File: config.mk
export PLATFORM = sky130hd
export DESIGN_NAME = tx_pulse_scheduler
export DESIGN_NICKNAME = d
export VERILOG_FILES = /design/src/rtl/tx_sched_pkg.sv /design/src/rtl/tx_pulse_scheduler_rr_pick.sv /design/src/rtl/tx_pulse_scheduler.sv
export SDC_FILE = /design/constraint.sdc
export NUM_CORES = 1
export LEC_CHECK = 0
export ABC_CLOCK_PERIOD_IN_PS = 1700
export BUFFER_PORTS_ARGS = -buffer_cell sky130_fd_sc_hd__buf_2
export CORE_ASPECT_RATIO = 0.7
export CORE_MARGIN = 10
export CORE_UTILIZATION = 43
export CTS_CLUSTER_SIZE = 30
export DETAILED_ROUTE_END_ITERATION = 10
export PLACE_DENSITY = 0.74
export SLEW_MARGIN = 20
export SYNTH_ARGS = -nofsm -noshare
export SYNTH_HDL_FRONTEND = slang
export SYNTH_SLANG_ARGS = --single-unit
File: constraint.sdc
create_clock -name clk -period 1.7 [get_ports clk]
set_clock_uncertainty 0.1 [all_clocks]
set_input_delay 0.255 -clock clk [delete_from_list [all_inputs] [get_ports clk]]
set_output_delay 0.255 -clock clk [all_outputs]
set_load 0.005 [all_outputs]
File: src/rtl/tx_sched_pkg.sv
// Shared types and default sizing for the transmit pulse scheduler.
// Holds the FSM state encoding and the acknowledge counter width.
package tx_sched_pkg;

    localparam int DEF_NUM_REQ = 4;
    localparam int DEF_SEL_W   = 2;
    localparam int DEF_ACK_TMO = 15;
    localparam int CNT_W       = 4;

    typedef enum logic [1:0] {
        ST_IDLE      = 2'd0,
        ST_START     = 2'd1,
        ST_WAIT_ACK  = 2'd2,
        ST_WAIT_DONE = 2'd3
    } state_t;

endpackage

File: src/rtl/tx_pulse_scheduler_rr_pick.sv
// Combinational round-robin picker: first set pending bit searching upward
// from last_grant+1, wrapping modulo NUM_REQ.
module rr_pick
    import tx_sched_pkg::*;
#(
    parameter int NUM_REQ = DEF_NUM_REQ,
    parameter int SEL_W   = DEF_SEL_W
) (
    input  logic [NUM_REQ-1:0] pending,
    input  logic [SEL_W-1:0]   last_grant,
    output logic [SEL_W-1:0]   winner,
    output logic               valid
);

    logic [SEL_W-1:0]   cand_idx [NUM_REQ];
    logic [NUM_REQ-1:0] cand_hit;

    // Candidate gi is the channel gi+1 positions after the last grant.
    for (genvar gi = 0; gi < NUM_REQ; gi++) begin : g_cand
        assign cand_idx[gi] = SEL_W'((int'(last_grant) + gi + 1) % NUM_REQ);
        assign cand_hit[gi] = pending[cand_idx[gi]];
    end

    // Scan from the farthest candidate down so the nearest one wins.
    always_comb begin
        winner = '0;
        valid  = 1'b0;
        for (int k = NUM_REQ - 1; k >= 0; k--) begin
            if (cand_hit[k]) begin
                winner = cand_idx[k];
                valid  = 1'b1;
            end
        end
    end

endmodule

File: src/rtl/tx_pulse_scheduler.sv
// Latches one-cycle channel requests and serialises them round-robin onto a
// single transmitter using a start/busy handshake with acknowledge timeout.
module tx_pulse_scheduler
    import tx_sched_pkg::*;
#(
    parameter int NUM_REQ = DEF_NUM_REQ,
    parameter int SEL_W   = DEF_SEL_W,
    parameter int ACK_TMO = DEF_ACK_TMO
) (
    input  logic               clk,
    input  logic               reset,
    input  logic [NUM_REQ-1:0] req_ped,
    input  logic               tx_busy,
    input  logic               ovr_clr,
    output logic               tx_start,
    output logic [SEL_W-1:0]   tx_sel,
    output logic [NUM_REQ-1:0] pending,
    output logic [NUM_REQ-1:0] overrun,
    output logic               ack_err
);

    localparam logic [CNT_W-1:0] CNT_MAX = '1;

    state_t             state_reg, state_next;
    logic [SEL_W-1:0]   tx_sel_reg, tx_sel_next;
    logic [SEL_W-1:0]   last_grant_reg, last_grant_next;
    logic [CNT_W-1:0]   cnt_reg, cnt_next;
    logic               ack_err_reg, ack_err_next;
    logic [NUM_REQ-1:0] pending_reg, pending_next;
    logic [NUM_REQ-1:0] overrun_reg, overrun_next;
    logic [NUM_REQ-1:0] clr_vec;
    logic [NUM_REQ-1:0] ovr_set;
    logic [SEL_W-1:0]   pick_winner;
    logic               pick_valid;

    rr_pick #(
        .NUM_REQ (NUM_REQ),
        .SEL_W   (SEL_W)
    ) u_rr_pick (
        .pending    (pending_reg),
        .last_grant (last_grant_reg),
        .winner     (pick_winner),
        .valid      (pick_valid)
    );

    always_ff @(posedge clk or negedge reset) begin
        if (!reset) begin
            state_reg      <= ST_IDLE;
            tx_sel_reg     <= '0;
            last_grant_reg <= SEL_W'(NUM_REQ - 1);
            cnt_reg        <= '0;
            ack_err_reg    <= 1'b0;
            pending_reg    <= '0;
            overrun_reg    <= '0;
        end else begin
            state_reg      <= state_next;
            tx_sel_reg     <= tx_sel_next;
            last_grant_reg <= last_grant_next;
            cnt_reg        <= cnt_next;
            ack_err_reg    <= ack_err_next;
            pending_reg    <= pending_next;
            overrun_reg    <= overrun_next;
        end
    end

    always_comb begin
        state_next      = state_reg;
        tx_sel_next     = tx_sel_reg;
        last_grant_next = last_grant_reg;
        cnt_next        = cnt_reg;
        ack_err_next    = 1'b0;
        clr_vec         = '0;

        case (state_reg)
            ST_IDLE: begin
                if (pick_valid) begin
                    state_next      = ST_START;
                    tx_sel_next     = pick_winner;
                    last_grant_next = pick_winner;
                end
            end
            ST_START: begin
                clr_vec[tx_sel_reg] = 1'b1;
                cnt_next            = '0;
                state_next          = ST_WAIT_ACK;
            end
            ST_WAIT_ACK: begin
                if (tx_busy) begin
                    state_next = ST_WAIT_DONE;
                end else begin
                    cnt_next = (cnt_reg == CNT_MAX) ? cnt_reg : cnt_reg + 1'b1;
                    // A timed-out request is dropped; its pending bit is already gone.
                    if (int'(cnt_next) >= ACK_TMO) begin
                        ack_err_next = 1'b1;
                        state_next   = ST_IDLE;
                    end
                end
            end
            ST_WAIT_DONE: begin
                if (!tx_busy) begin
                    state_next = ST_IDLE;
                end
            end
            default: begin
                state_next = ST_IDLE;
            end
        endcase

        // New requests override the grant clear on the same edge.
        ovr_set      = req_ped & pending_reg & ~clr_vec;
        pending_next = (pending_reg & ~clr_vec) | req_ped;
        overrun_next = (overrun_reg & {NUM_REQ{~ovr_clr}}) | ovr_set;
    end

    assign tx_start = (state_reg == ST_START);
    assign tx_sel   = tx_sel_reg;
    assign pending  = pending_reg;
    assign overrun  = overrun_reg;
    assign ack_err  = ack_err_reg;

endmodule

==> run metrics <==
Peak VDD IR 0.740 mV; initial antenna violation count 0; hold_ws around 0.030 ns; fmax 624 MHz; reg-to-reg slack, setup 0.1 ns; prevailing post-synth register cell dfrtp_1; htree depth 1; WL/cell 13.4 microns; post-synthesis adder-cell area fraction 1.29%; outcome finished, final reports clean; Total GRT Usage about a tenth; Total Wirelength 2140 microns; post-synthesis sequential area ratio 49.3%; worst-skew pair later-pin latency 0.31 ns; mux contribution to synthesized area 0%; Slowest cell on crit path dfrtp_1; Post-DP HPWL 1650 microns; Synth Area per Inst 9.51 sq um; leakage power 0.527 nW; final std cells w/o fill 160; WP data required 1.81 ns; post-synthesis compound-gate area fraction approximately 23%; die width between 70 and 80 microns; share of cells above drive strength 1 between 20% and 30%; Max Buffers Root-to-Sink 2; slowest stage delay, CP 0.45 ns; most frequent cells in the layout buf_2, dfrtp_1, inv_1; Via Count around 840; Distinct cells, synth 35; first-pass GRT wire length 3660 microns; core area 2150 sq um; setup TNS 0 ns; Iter 0 DRT Violations 44; IO Port Bufs 19; critical path's top delay family compound AO/OA/AOI/OAI gates; final net count roughly 140; mapped cell area between 900 and 1000 sq um; Synth-to-Final Area Change 19.9%; Die Y 59.7 microns; final core occ 53.9%; Final GP Congestion 0.818; Worst EP arrival 1.71 ns; Ant. Diodes 0; largest net degree at the start of global routing 20; die area 4580 sq um; clk slew on worst S/H paths 0.11 ns; GR Overflow Total 0; Synth Area in Simple Gates 18.7%; I/O Pins 20; Mapped Nets 111; vias in the first global route 830; worst hold path type in -> reg; PD cells 1410 nW/um^2; CTS Sinks 19; commonest non-fill, non-tap cell in the layout buf_2; Slew HR 61.7%; Final Hold Violating Endpoints 0; EDFF count, synth 0; period utilization 94.2%; DRT Pass-1 Iters 4; Crit path buffers/inverters 0; main combinational cell family by area after synthesis compound AO/OA/AOI/OAI gates; Slew Limit Fails 0; type of origin of the critical path flip-flop; critical path cell sequence ha_1 > xnor2_1 > o32a_1 > o21ba_2; cts bufs inserted 3; DRC violations left 0; placed instance count 155; Final setup violation count 0; routed vias/inst 5.27; xor-xnor portion of the synthesized cell area less than 1%; # rows 14; async set or reset register ratio after synthesis 100%; synthesized flop and latch total 19; Synth Instances ~100; RSZ-0062 raised after global routing false; post-layout min period around 1.6 ns; # Max-Cap Violations 0; clock tree from TritonCTS yes; actual slew at the worst max-slew pin about 0.57 ns; Crit Path Class reg -> reg; Worst Path Max Fanout 5; ANT nets after route 0; Ys Warns 0; Starting Density a little under half; CTS root buf clkbuf_4; Crit. End Element flip-flop
## synth_stat cells (2+ instances only)
master / number / area, sq um
a21oi_1: 2 / 10.0
a32oi_1: 2 / 17.5
dfrtp_1: 17 / 425
dfstp_2: 2 / 52.6
inv_1: 14 / 52.6
nand2_1: 12 / 45.0
nand2b_1: 2 / 12.5
nand3_1: 3 / 15.0
nand3b_1: 2 / 15.0
nor2_1: 3 / 11.3
nor2b_1: 2 / 12.5
nor3_1: 2 / 10.0
nor3b_1: 2 / 15.0
o21ai_0: 8 / 40.0
o21bai_1: 2 / 15.0
o22ai_1: 4 / 25.0
o311ai_0: 2 / 17.5
o31ai_1: 2 / 15.0
o32a_1: 2 / 20.0
o41ai_1: 2 / 17.5
## cells by family after synthesis
kind of cell             Yosys count
flip-flops                        19
AND/OR/NAND/NOR                   34
AO/OA/AOI/OAI                     31
buffers and inverters             16
adder cells (fa/ha/maj)            1
XOR/XNOR                           1
## routing by layer
| layer | vias up | GRT usage, % | share of wire [%] |
|---|---|---|---|
| li1 | 423 | - | - |
| met1 | 396 | 11.6 | 51 |
| met2 | 20 | 16.2 | 43 |
| met3 | 4 | 4.19 | 5.5 |
| met4 | 0 | 3.17 | 0.98 |
| met5 | - | 0 | 0 |
## final timing paths
check / cells after the start / start / endpoint
setup / recovery: 4 / cnt_reg[1] / state_reg[1]
hold / removal: 3 / req_ped[3] / pending[3]
setup reg to reg: 4 / cnt_reg[1] / state_reg[1]
hold reg to reg: 2 / last_grant_reg[0] / last_grant_reg[0]
max in group asynchronous: 2 / reset / last_grant_reg[0]
min in group asynchronous: 2 / reset / cnt_reg[0]
## metrics by stage
stage | instance area [sq um] | power [mW] | setup WS [ns]
6_report | 1160 | 1.63 | 0.0985
5_1_grt | 1160 | 1.78 | 0.00473
4_1_cts | 1160 | 1.64 | 0.0808
3_5_place_dp | 1120 | 1.39 | 0.114
3_3_place_gp | 1120 | 1.38 | 0.134
2_1_floorplan | 970 | 1.17 | 0.195
## repair_timing
item	in CTS	in global routing
gates resized for setup	0	3
endpoints found under the hold margin	17	0
endpoints found under the setup margin	0	2
buffers inserted	0	0
hold buffers	1	0
## final cells by class
type / instances / area [sq um]
repair buffers: 24 / 135
well taps: 32 / 40.0
inverters: 14 / 52.6
fillers: 208 / 992
clock buffers: 3 / 22.5
flip-flops and latches: 19 / 480
multi-input cells: 67 / 424
clock inverters: 1 / 7.51
## power breakdown
part	switching, mW	leakage (nW)	internal, mW
clock	0.149	0.0139	0.0899
combinational	0.319	0.301	0.311
sequential	0.166	0.213	0.599
total	0.634	0.527	1.00
## worst reg2reg max path, cell delays in order (launching register included)
cell	delay, ns
dfrtp_1	0.45
ha_1	0.27
xnor2_1	0.15
o32a_1	0.31
o21ba_2	0.22
(Power assumes the default switching activity.)
